### src/rtl/pl0_console_uart.sv
// Console bridge between the board UART pins and the PL/0 machine's character port.
// RX: synchronized 8N1 deserializer producing one-cycle byte strobes.
// TX: byte FIFO feeding a registered 8N1 serializer with gap-free back-to-back frames.
module pl0_console_uart #(
  parameter int unsigned CLKS_PER_BIT  = 434,
  parameter int unsigned TX_FIFO_DEPTH = 16
) (
  input  logic       clk,
  input  logic       reset,
  input  logic       uart_rxd,
  output logic       uart_txd,
  output logic [7:0] cpu_char_in,
  output logic       cpu_char_in_valid,
  input  logic [7:0] cpu_char_out,
  input  logic       cpu_char_out_valid,
  output logic       tx_busy,
  output logic       tx_overflow,
  output logic       rx_frame_err
);

  localparam int unsigned CNT_W = $clog2(CLKS_PER_BIT + 1);
  localparam int unsigned AW    = $clog2(TX_FIFO_DEPTH);
  localparam int unsigned PW    = AW + 1;
  localparam logic [CNT_W-1:0] HALF_BIT = CNT_W'(CLKS_PER_BIT / 2);
  localparam logic [CNT_W-1:0] FULL_BIT = CNT_W'(CLKS_PER_BIT);
  localparam logic [CNT_W-1:0] LAST_BIT = CNT_W'(CLKS_PER_BIT - 1);

  typedef enum logic [2:0] {RX_IDLE, RX_START, RX_DATA, RX_STOP, RX_WAIT_IDLE} rx_state_t;
  typedef enum logic [1:0] {TX_IDLE, TX_START, TX_DATA, TX_STOP} tx_state_t;

  // ---------------- RX path ----------------
  logic             rx_meta, rx_sync, rx_prev;
  rx_state_t        rx_state, rx_state_n;
  logic [CNT_W-1:0] rx_cnt, rx_cnt_n;
  logic [7:0]       rx_shift, rx_shift_n;
  logic [2:0]       rx_bit, rx_bit_n;
  logic             rx_strobe_c, rx_ferr_c, rx_mid_c;

  // Two-flop synchronizer plus a history flop for falling-edge detection
  always_ff @(posedge clk or posedge reset) begin
    if (reset) begin
      rx_meta <= 1'b1;
      rx_sync <= 1'b1;
      rx_prev <= 1'b1;
    end else begin
      rx_meta <= uart_rxd;
      rx_sync <= rx_meta;
      rx_prev <= rx_sync;
    end
  end

  // RX state, counters and registered outputs
  always_ff @(posedge clk or posedge reset) begin
    if (reset) begin
      rx_state          <= RX_IDLE;
      rx_cnt            <= '0;
      rx_shift          <= '0;
      rx_bit            <= '0;
      cpu_char_in       <= '0;
      cpu_char_in_valid <= 1'b0;
      rx_frame_err      <= 1'b0;
    end else begin
      rx_state          <= rx_state_n;
      rx_cnt            <= rx_cnt_n;
      rx_shift          <= rx_shift_n;
      rx_bit            <= rx_bit_n;
      cpu_char_in_valid <= rx_strobe_c;
      if (rx_strobe_c) cpu_char_in <= rx_shift;
      rx_frame_err      <= rx_frame_err | rx_ferr_c;
    end
  end

  // RX next-state: sample each bit when the counter reaches its mid-bit point
  always_comb begin
    rx_state_n  = rx_state;
    rx_cnt_n    = rx_cnt;
    rx_shift_n  = rx_shift;
    rx_bit_n    = rx_bit;
    rx_strobe_c = 1'b0;
    rx_ferr_c   = 1'b0;
    rx_mid_c    = (rx_cnt == CNT_W'(1));
    case (rx_state)
      RX_IDLE: begin
        if (rx_prev && !rx_sync) begin
          rx_state_n = RX_START;
          rx_cnt_n   = HALF_BIT;
        end
      end
      RX_START: begin
        if (!rx_mid_c) begin
          rx_cnt_n = rx_cnt - CNT_W'(1);
        end else if (!rx_sync) begin
          rx_state_n = RX_DATA;
          rx_cnt_n   = FULL_BIT;
          rx_bit_n   = '0;
        end else begin
          rx_state_n = RX_IDLE;
        end
      end
      RX_DATA: begin
        if (!rx_mid_c) begin
          rx_cnt_n = rx_cnt - CNT_W'(1);
        end else begin
          rx_shift_n = {rx_sync, rx_shift[7:1]};
          rx_cnt_n   = FULL_BIT;
          if (rx_bit == 3'd7) rx_state_n = RX_STOP;
          else                rx_bit_n   = rx_bit + 3'd1;
        end
      end
      RX_STOP: begin
        if (!rx_mid_c) begin
          rx_cnt_n = rx_cnt - CNT_W'(1);
        end else if (rx_sync) begin
          rx_strobe_c = 1'b1;
          rx_state_n  = RX_IDLE;
        end else begin
          rx_ferr_c  = 1'b1;
          rx_state_n = RX_WAIT_IDLE;
        end
      end
      RX_WAIT_IDLE: begin
        if (rx_sync) rx_state_n = RX_IDLE;
      end
      default: rx_state_n = RX_IDLE;
    endcase
  end

  // ---------------- TX path ----------------
  logic [7:0]       fifo_mem [TX_FIFO_DEPTH];
  logic [PW-1:0]    wr_ptr, rd_ptr, wr_ptr_n, rd_ptr_n;
  logic             fifo_empty_c, fifo_full_c, push_c, pop_c;
  tx_state_t        tx_state, tx_state_n;
  logic [CNT_W-1:0] tx_cnt, tx_cnt_n;
  logic [7:0]       tx_shift, tx_shift_n;
  logic [2:0]       tx_bit, tx_bit_n;
  logic             txd_n, tx_busy_n;

  assign fifo_empty_c = (wr_ptr == rd_ptr);
  assign fifo_full_c  = ((wr_ptr ^ rd_ptr) == PW'(TX_FIFO_DEPTH));
  assign push_c       = cpu_char_out_valid && !fifo_full_c;
  assign wr_ptr_n     = wr_ptr + PW'(push_c);
  assign rd_ptr_n     = rd_ptr + PW'(pop_c);

  // FIFO storage, written on every accepted push
  always_ff @(posedge clk) begin
    if (push_c) fifo_mem[wr_ptr[AW-1:0]] <= cpu_char_out;
  end

  // TX state, pointers and registered outputs
  always_ff @(posedge clk or posedge reset) begin
    if (reset) begin
      tx_state    <= TX_IDLE;
      tx_cnt      <= '0;
      tx_shift    <= '0;
      tx_bit      <= '0;
      wr_ptr      <= '0;
      rd_ptr      <= '0;
      uart_txd    <= 1'b1;
      tx_busy     <= 1'b0;
      tx_overflow <= 1'b0;
    end else begin
      tx_state    <= tx_state_n;
      tx_cnt      <= tx_cnt_n;
      tx_shift    <= tx_shift_n;
      tx_bit      <= tx_bit_n;
      wr_ptr      <= wr_ptr_n;
      rd_ptr      <= rd_ptr_n;
      uart_txd    <= txd_n;
      tx_busy     <= tx_busy_n;
      tx_overflow <= tx_overflow | (cpu_char_out_valid & fifo_full_c);
    end
  end

  // TX next-state: each bit held CLKS_PER_BIT cycles; next byte popped at end of stop
  always_comb begin
    tx_state_n = tx_state;
    tx_cnt_n   = tx_cnt;
    tx_shift_n = tx_shift;
    tx_bit_n   = tx_bit;
    txd_n      = uart_txd;
    pop_c      = 1'b0;
    case (tx_state)
      TX_IDLE: begin
        txd_n = 1'b1;
        if (!fifo_empty_c) begin
          pop_c      = 1'b1;
          tx_shift_n = fifo_mem[rd_ptr[AW-1:0]];
          tx_cnt_n   = LAST_BIT;
          tx_state_n = TX_START;
          txd_n      = 1'b0;
        end
      end
      TX_START: begin
        if (tx_cnt != '0) begin
          tx_cnt_n = tx_cnt - CNT_W'(1);
        end else begin
          tx_state_n = TX_DATA;
          tx_cnt_n   = LAST_BIT;
          tx_bit_n   = '0;
          txd_n      = tx_shift[0];
        end
      end
      TX_DATA: begin
        if (tx_cnt != '0) begin
          tx_cnt_n = tx_cnt - CNT_W'(1);
        end else begin
          tx_cnt_n = LAST_BIT;
          if (tx_bit == 3'd7) begin
            tx_state_n = TX_STOP;
            txd_n      = 1'b1;
          end else begin
            tx_bit_n   = tx_bit + 3'd1;
            tx_shift_n = {1'b0, tx_shift[7:1]};
            txd_n      = tx_shift[1];
          end
        end
      end
      TX_STOP: begin
        if (tx_cnt != '0) begin
          tx_cnt_n = tx_cnt - CNT_W'(1);
        end else if (!fifo_empty_c) begin
          pop_c      = 1'b1;
          tx_shift_n = fifo_mem[rd_ptr[AW-1:0]];
          tx_cnt_n   = LAST_BIT;
          tx_state_n = TX_START;
          txd_n      = 1'b0;
        end else begin
          tx_state_n = TX_IDLE;
          txd_n      = 1'b1;
        end
      end
      default: tx_state_n = TX_IDLE;
    endcase
    tx_busy_n = (tx_state_n != TX_IDLE) || (wr_ptr_n != rd_ptr_n);
  end

endmodule

### config.mk
export PLATFORM = sky130hd
export DESIGN_NAME = pl0_console_uart
export DESIGN_NICKNAME = d
export VERILOG_FILES = /design/src/rtl/pl0_console_uart.sv
export SDC_FILE = /design/constraint.sdc
export NUM_CORES = 1
export LEC_CHECK = 0
export ABC_AREA = 1
export BUFFER_PORTS_ARGS = -buffer_cell sky130_fd_sc_hd__buf_4
export CAP_MARGIN = 20
export CELL_PAD_IN_SITES_DETAIL_PLACEMENT = 2
export CELL_PAD_IN_SITES_GLOBAL_PLACEMENT = 2
export CORE_MARGIN = 1
export CORE_UTILIZATION = 43
export DETAILED_ROUTE_END_ITERATION = 16
export HOLD_SLACK_MARGIN = 0.05
export PLACE_DENSITY = 0.95
export RECOVER_POWER = 50
export SYNTH_ARGS = -nofsm -noshare
export SYNTH_HDL_FRONTEND = slang
export SYNTH_SLANG_ARGS = --single-unit
### constraint.sdc
create_clock -name clk -period 6 [get_ports clk]
set_clock_uncertainty 0.2 [all_clocks]
set_input_delay 0 -clock clk [delete_from_list [all_inputs] [get_ports clk]]
set_output_delay 0 -clock clk [all_outputs]
set_load 0.02 [all_outputs]
==> impl_metrics.py, run 1 <==
metrics = {
    "outcome": {
        "status": "completed",
    },
    "synth": {
        "synth_cells": 1007,
        "postSynthAreaPerCell_um2": 9.33,
        "synth-edff-count": 128,
        "synthMuxAreaShare_pct": 0,
        "dominantRegCellSynth": "edfxtp_1",
        "synth_xor_area_share_pct": 1.58,
        "synth-simple-area-share_pct": 24.0,
        "synthAdderAreaFrac_pct": 2.26,
        "synthArstFlopShare_pct": 35.7,
        "synth.distinct_cells": 41,
        "yosys_warnings": 0,
        "syn-num-nets": 1036,
        "synth_top_family_by_area": "simple AND/OR/NAND/NOR gates",
        "synth_compound_area_share_pct": 4.45,
        "ys_seq_area_share_pct": 59.9,
        "ys_seq_elements": 199,
        "synth.cell_area_um2": 9400,
    },
    "final_layout": {
        "drive_above_1_share_pct": 7.73,
        "diodes": 0,
        "multiInputGateArea_um2": 3040,
        "stdcell_count": 1323,
        "nFillCells": 2234,
        "layout.nets": 1064,
        "regArea_um2": 5630,
        "area_delta_synth_final_pct": 11.4,
    },
    "global_routing": {
        "grt_usage_pct": 39.1,
        "grt_max_degree": 72,
        "overflow": 0,
        "grt_pass1_vias": 9085,
        "grt_pass1_wl_mm": 61.1,
        "antenna_found_initial": 0,
    },
    "setup_path": {
        "crit_type": "flip-flop to flip-flop",
        "cp-endpoint": "tx_busy$_DFF_PP0_",
        "cp.required_ps": 6120,
        "r2r-end": "tx_busy$_DFF_PP0_",
        "crit_start": "rd_ptr[2]$_DFF_PP0_",
        "rrSetupSlack_ps": 2020,
        "cpPeakStageDelay_ps": 1000,
        "worstSetupStartpointType": "flip-flop",
        "worstPathArrival_ps": 4100,
        "worstPathMaxFanout": 20,
        "path_cells": "xor2_1 > nor2_1 > nand3b_1 > nand2_1 > inv_1 > ha_1 > ha_1 > inv_1 > nand2_1 > nand3_1 > nor2_1 > nand2_1 > nor2_1 > nand3_1",
        "reg2regPathDepth": 14,
        "end_kind": "flip-flop",
        "cp_slowest_cell": "dfrtp_1",
        "r2r-start": "rd_ptr[2]$_DFF_PP0_",
    },
    "power": {
        "ir_drop_uv": 231,
        "finalPower_mw": 5.73,
        "p_per_area_nw_per_um2": 547,
        "p_leak_nw": 4.73,
    },
    "timing": {
        "hold_slack_ps": 167,
        "slew_headroom_pct": 12.8,
        "totalNegativeSetupSlack_ps": 0,
        "drv_slew": 0,
        "finalSetupViolations": 0,
        "fin_crit_ps": 3980,
        "tightestPinTransition_ps": 1310,
        "max_clock_freq_mhz": 251,
        "fin_ws_ps": 2020,
        "rsz0062_at_grt": "false",
        "fin_crit_sh_pct": 66.3,
        "hold_viol": 0,
    },
    "clocking": {
        "clk_pin_slew_ps": 90,
        "cts_resized": 0,
        "root_buffer": "clkbuf_16",
        "cts_htree_levels": 4,
        "post_cts.repair.setup_buffers": 0,
        "cts-hold-fix-buffers": 12,
        "cts_buffers": 17,
        "worstSkewPairLatency_ps": 480,
        "clockBufferDepth": 2,
        "cts_tree": "built",
        "clock_sinks": 199,
    },
    "hold_path": {
        "min_path_type": "flip-flop to flip-flop",
        "whs_path_depth": 0,
    },
    "route": {
        "routedWlPerCell_um": 32.0,
        "post_drt_via_cell_ratio": 6.20,
        "drt_iter0_markers": 935,
        "drcViolationCount": 0,
        "route.vias.total": 8199,
        "routed_wl_mm": 42.4,
        "dr.pass1.iters": 5,
        "postRouteAntennaNets": 0,
    },
    "place": {
        "portBuffers": 24,
        "place_inst": 1277,
        "globalplace.congestion": 0.781,
        "place_ws_ps": 2390,
        "hpwl_mm": 21.4,
    },
    "die": {
        "coreArea_um2": 21200,
        "dieArea_um2": 22500,
        "start_util_pct": 44.3,
        "die_h_um": 150,
        "die_w_um": 150,
        "io_pins": 25,
        "num_rows": 53,
    },
    "job": {
        "maxCapViolCount": 0,
    },
}
[kinds of logic (layout without fill, tap and decap cells)]
logic type      after synthesis  in the layout
xor+xnor                     17             17
compound gates               72             72
fa+ha+maj                    17             17
simple gates                518            518
buf+inv                     184            225
flops                       199            199
[cells in the mapped netlist (all sizes together), types with 4 or more instances]
library cell / n / share of area, %
ha: 17 / 2.3
o21bai: 4 / 0.32
dfstp: 4 / 1.1
nand2: 315 / 13
o21ai: 49 / 2.9
xor2: 10 / 0.93
nand3: 122 / 6.8
dfrtp: 67 / 18
buf: 26 / 1.5
or2: 4 / 0.27
nor2: 60 / 2.9
a21oi: 7 / 0.37
xnor2: 7 / 0.65
clkbuf: 6 / 0.25
nor3: 7 / 0.55
inv: 151 / 6.0
o22ai: 6 / 0.40
nand4: 8 / 0.60
edfxtp: 128 / 41
[cell usage in the layout (no fill, tap or decap), types with 4 or more instances in the layout]
master	n
nand3_2	5
o22ai_1	6
nand2_1	310
or2_2	4
inv_8	5
a21oi_1	7
o21ai_0	35
o21bai_1	4
nor2_1	53
clkbuf_16	17
edfxtp_1	128
nand4_1	7
xnor2_1	7
clkbuf_1	21
o21ai_1	7
ha_1	17
nor3_1	5
dfrtp_1	66
clkinv_8	5
inv_1	145
xor2_1	10
inv_2	6
o21ai_2	7
dlygate4sd3_1	12
buf_4	4
nand3_1	117
[report_power, final]
group	switching [mW]	total, mW	internal [mW]
combinational	1.89	2.50	0.614
sequential	0.280	1.98	1.70
clock	0.682	1.25	0.566
[layout make-up]
cell class,count,area share (%)
clock buffers,17,4.06
clock inverters,15,1.66
inverters,152,5.45
multi-input cells,624,29.0
flip-flops and latches,199,53.7
well taps,275,3.29
repair buffers,41,2.78
[registers in the layout (all words and copies together), names as in the netlist]
name and flops:
cpu_char_in 8, cpu_char_in_valid 1, fifo_mem 128, rd_ptr 5
rx_bit 3, rx_cnt 9, rx_frame_err 1, rx_meta 1
rx_prev 1, rx_shift 8, rx_state 3, rx_sync 1
tx_bit 3, tx_busy 1, tx_cnt 9, tx_overflow 1
tx_shift 8, tx_state 2, uart_txd 1, wr_ptr 5
[worst min path at each step]
| stage | start | end | slack [ps] |
|---|---|---|---|
| floorplan | uart_rxd | rx_meta$_DFF_PP1_ | -200 |
| global placement | uart_rxd | rx_meta$_DFF_PP1_ | -90 |
| detailed placement | uart_rxd | rx_meta$_DFF_PP1_ | -90 |
| finish | rx_meta$_DFF_PP1_ | rx_sync$_DFF_PP1_ | 170 |
| CTS | rx_meta$_DFF_PP1_ | rx_sync$_DFF_PP1_ | 160 |
| global route | rx_meta$_DFF_PP1_ | rx_sync$_DFF_PP1_ | 180 |
[critical path, delay by kind of cell, from the launching register on]
family        cells  cell delay (ps)
fa+ha+maj         2              650
simple gates      9             1550
buf+inv           2              230
xor+xnor          1              190
flops             1             1000
[per-stage QoR]
| step | util [%] | area, um^2 |
|---|---|---|
| detailed placement | 46.1 | 9780 |
| finish | 49.3 | 10500 |
| global placement | 46.1 | 9780 |
| global route | 49.3 | 10500 |
| CTS | 49.5 | 10500 |
| floorplan | - | 9400 |
[per-layer routing]
metal	wire length (um)	GRT usage [%]	vias up
li1	-	-	3297
met3	3030	7.80	189
met2	21400	66.8	504
met4	2580	25.1	0
met1	15400	44.8	4209
met5	0	0	-
Power figures use the tool's default switching activity.
==> run 2, diff against run 1 <==
Settings changed: ABC_AREA 1 to 0, CORE_UTILIZATION 43 to 46, PLACE_DENSITY 0.95 to 0.91.
Clock period 6 ns to 3.9 ns, I/O delays scaled along.
==> impl_metrics.py, run 2 <==
metrics = {
    "global_routing": {
        "grt_usage_pct": 26.9,
        "grt_pass1_vias": 5994,
        "grt_max_degree": 46,
        "antenna_found_initial": 0,
        "grt_pass1_wl_mm": 37.7,
        "overflow": 0,
    },
    "clocking": {
        "clk_pin_slew_ps": 90,
        "clockBufferDepth": 2,
        "cts_buffers": 17,
        "post_cts.repair.setup_buffers": 0,
        "root_buffer": "clkbuf_16",
        "worstSkewPairLatency_ps": 450,
        "cts_htree_levels": 4,
        "clock_sinks": 199,
        "cts_tree": "built",
    },
    "synth": {
        "yosys_warnings": 0,
        "synth_cells": 584,
        "synth-edff-count": 128,
        "syn-num-nets": 613,
        "synth_area_leaders": "edfxtp_1 44%, dfrtp_1 19%, mux4_2 8.3%",
        "netlist.area_leader.share_pct": 44.4,
        "synth_area_leader_cell": "edfxtp_1",
        "dominantRegCellSynth": "edfxtp_1",
        "ys_seq_area_share_pct": 65.0,
        "synth.cell_area_um2": 8650,
        "ys_seq_elements": 199,
        "synthArstFlopShare_pct": 35.7,
        "yosysMostFrequentCell": "edfxtp_1",
        "synth.distinct_cells": 64,
        "postSynthAreaPerCell_um2": 14.8,
        "synth_common_cells": "128 x edfxtp_1, 67 x dfrtp_1, 39 x nor2_1",
    },
    "setup_path": {
        "worstPathArrival_ps": 3700,
        "crit_type": "flip-flop to flip-flop",
        "reg2regPathDepth": 13,
        "rrSetupSlack_ps": 310,
        "cp.required_ps": 4010,
        "worstPathMaxFanout": 5,
        "end_kind": "flip-flop",
        "worstSetupStartpointType": "flip-flop",
    },
    "die": {
        "num_rows": 49,
        "die_h_um": 139,
        "dieArea_um2": 19400,
        "start_util_pct": 47.5,
        "coreArea_um2": 18200,
        "die_w_um": 139,
        "io_pins": 25,
    },
    "place": {
        "place_inst": 819,
        "portBuffers": 24,
        "hpwl_mm": 16.3,
        "globalplace.congestion": 0.823,
    },
    "final_layout": {
        "diodes": 0,
        "layout_common_cells": "128 x edfxtp_1, 66 x dfrtp_1, 39 x nor2_1, 32 x nand2_1, 32 x mux4_2",
        "stdcell_count": 863,
        "multiInputGateArea_um2": 2830,
        "drive_above_1_share_pct": 18.0,
        "regArea_um2": 5630,
        "area_delta_synth_final_pct": 12.8,
        "nFillCells": 1599,
        "largest_reg_flops": 128,
        "layout_commonest_cell": "edfxtp_1",
        "layout.nets": 650,
    },
    "timing": {
        "totalNegativeSetupSlack_ps": 0,
        "tightestPinTransition_ps": 1760,
        "fin_crit_sh_pct": 92.1,
        "rsz0062_at_grt": "false",
        "finalSetupViolations": 0,
        "slew_headroom_pct": -17.7,
        "drv_slew": 46,
        "hold_viol": 0,
        "hold_slack_ps": 169,
        "fin_crit_ps": 3590,
        "max_clock_freq_mhz": 278,
    },
    "hold_path": {
        "min_path_type": "flip-flop to flip-flop",
        "whs_path_depth": 0,
    },
    "job": {
        "maxCapViolCount": 1,
    },
    "outcome": {
        "violations": "DRC, capacitance limit, slew limit",
        "status": "complete, but fails checks",
    },
    "route": {
        "drcViolationCount": 2,
        "postRouteAntennaNets": 0,
        "route.vias.total": 5359,
        "routed_wl_mm": 24.2,
        "drt_iter0_markers": 394,
        "dr.pass1.iters": 11,
        "routedWlPerCell_um": 28.0,
        "post_drt_via_cell_ratio": 6.21,
    },
    "power": {
        "p_per_area_nw_per_um2": 750,
        "p_leak_nw": 3.63,
        "ir_drop_uv": 373,
    },
}
-- run 2: cell count changes after synthesis, moves of 10 or more --
cell and change:
mux4_2 +32, a311oi_1 +10, mux2_2 +17, nand2_1 -278
o21ai_0 -17, a21oi_1 +16, nand3_1 -110, inv_1 -128
clkbuf_1 +12, nor2_1 -14
-- run 2: per-layer routing --
layer  share of wire [%]  up-vias  global-route usage [%]
li1                    -     2328                       -
met3                 3.7       37                    4.21
met5                   0        -                       0
met1                  41     2848                    33.5
met4                 1.9        0                    9.30
met2                  53      146                    47.8
-- run 2: power by group --
group | total [mW] | internal [mW] | switching [mW]
Combinational | 2.52 | 1.00 | 1.52
Sequential | 2.94 | 2.62 | 0.323
Clock | 1.86 | 0.897 | 0.961
Total | 7.32 | 4.52 | 2.80
-- run 2: final cells by class --
class	count	share of cell area, %
clock buffers	17	4.36
well taps	229	2.94
clock inverters	15	2.08
inverters	19	0.731
repair buffers	48	3.19
flip-flops and latches	199	57.7
multi-input cells	336	29.0
-- run 2: cell families after synthesis --
group | synth area share, %
mux | 11.6
flops | 65.0
compound gates | 8.91
fa+ha+maj | 2.69
xor+xnor | 1.72
simple gates | 7.79
buf+inv | 2.30
-- run 2: worst paths after layout --
kind                                     start                endpoint
setup / recovery           tx_cnt[0]$_DFF_PP0_       tx_busy$_DFF_PP0_
hold / removal               rx_meta$_DFF_PP1_       rx_sync$_DFF_PP1_
setup reg to reg           tx_cnt[0]$_DFF_PP0_       tx_busy$_DFF_PP0_
hold reg to reg              rx_meta$_DFF_PP1_       rx_sync$_DFF_PP1_
max in group asynchronous                reset  rx_frame_err$_DFF_PP0_
min in group asynchronous                reset   rx_cnt[1]$_DFFE_PP0P_
-- run 2: through the flow --
stage / setup slack (ps) / power (mW) / cell area, um^2 / util (%)
2_1_floorplan: 537 / 4.59 / 8650 / -
3_3_place_gp: 572 / 5.13 / 9080 / 49.9
3_5_place_dp: 252 / 5.44 / 9080 / 49.9
4_1_cts: 268 / 7.34 / 9830 / 54.0
5_1_grt: 76.9 / 7.63 / 9760 / 53.6
6_report: 308 / 7.32 / 9760 / 53.6
-- run 2: timing repair --
| item | 4_1_cts | 5_1_grt |
|---|---|---|
| hold buffers | 12 | 0 |
| endpoints found under the hold margin | 174 | 0 |
| endpoints found under the setup margin | 0 | 1 |
| resized for setup | 0 | 1 |
-- run 2: critical path, stage by stage (launching register included) --
cell,delay [ps]
dfrtp_1,420
inv_1,130
ha_1,170
nor4b_1,280
buf_4,200
and2_1,150
a21oi_1,90
nor3_2,230
ha_1,250
xor2_1,270
xnor2_1,160
o21ai_0,110
a2111o_1,350
or4_1,430
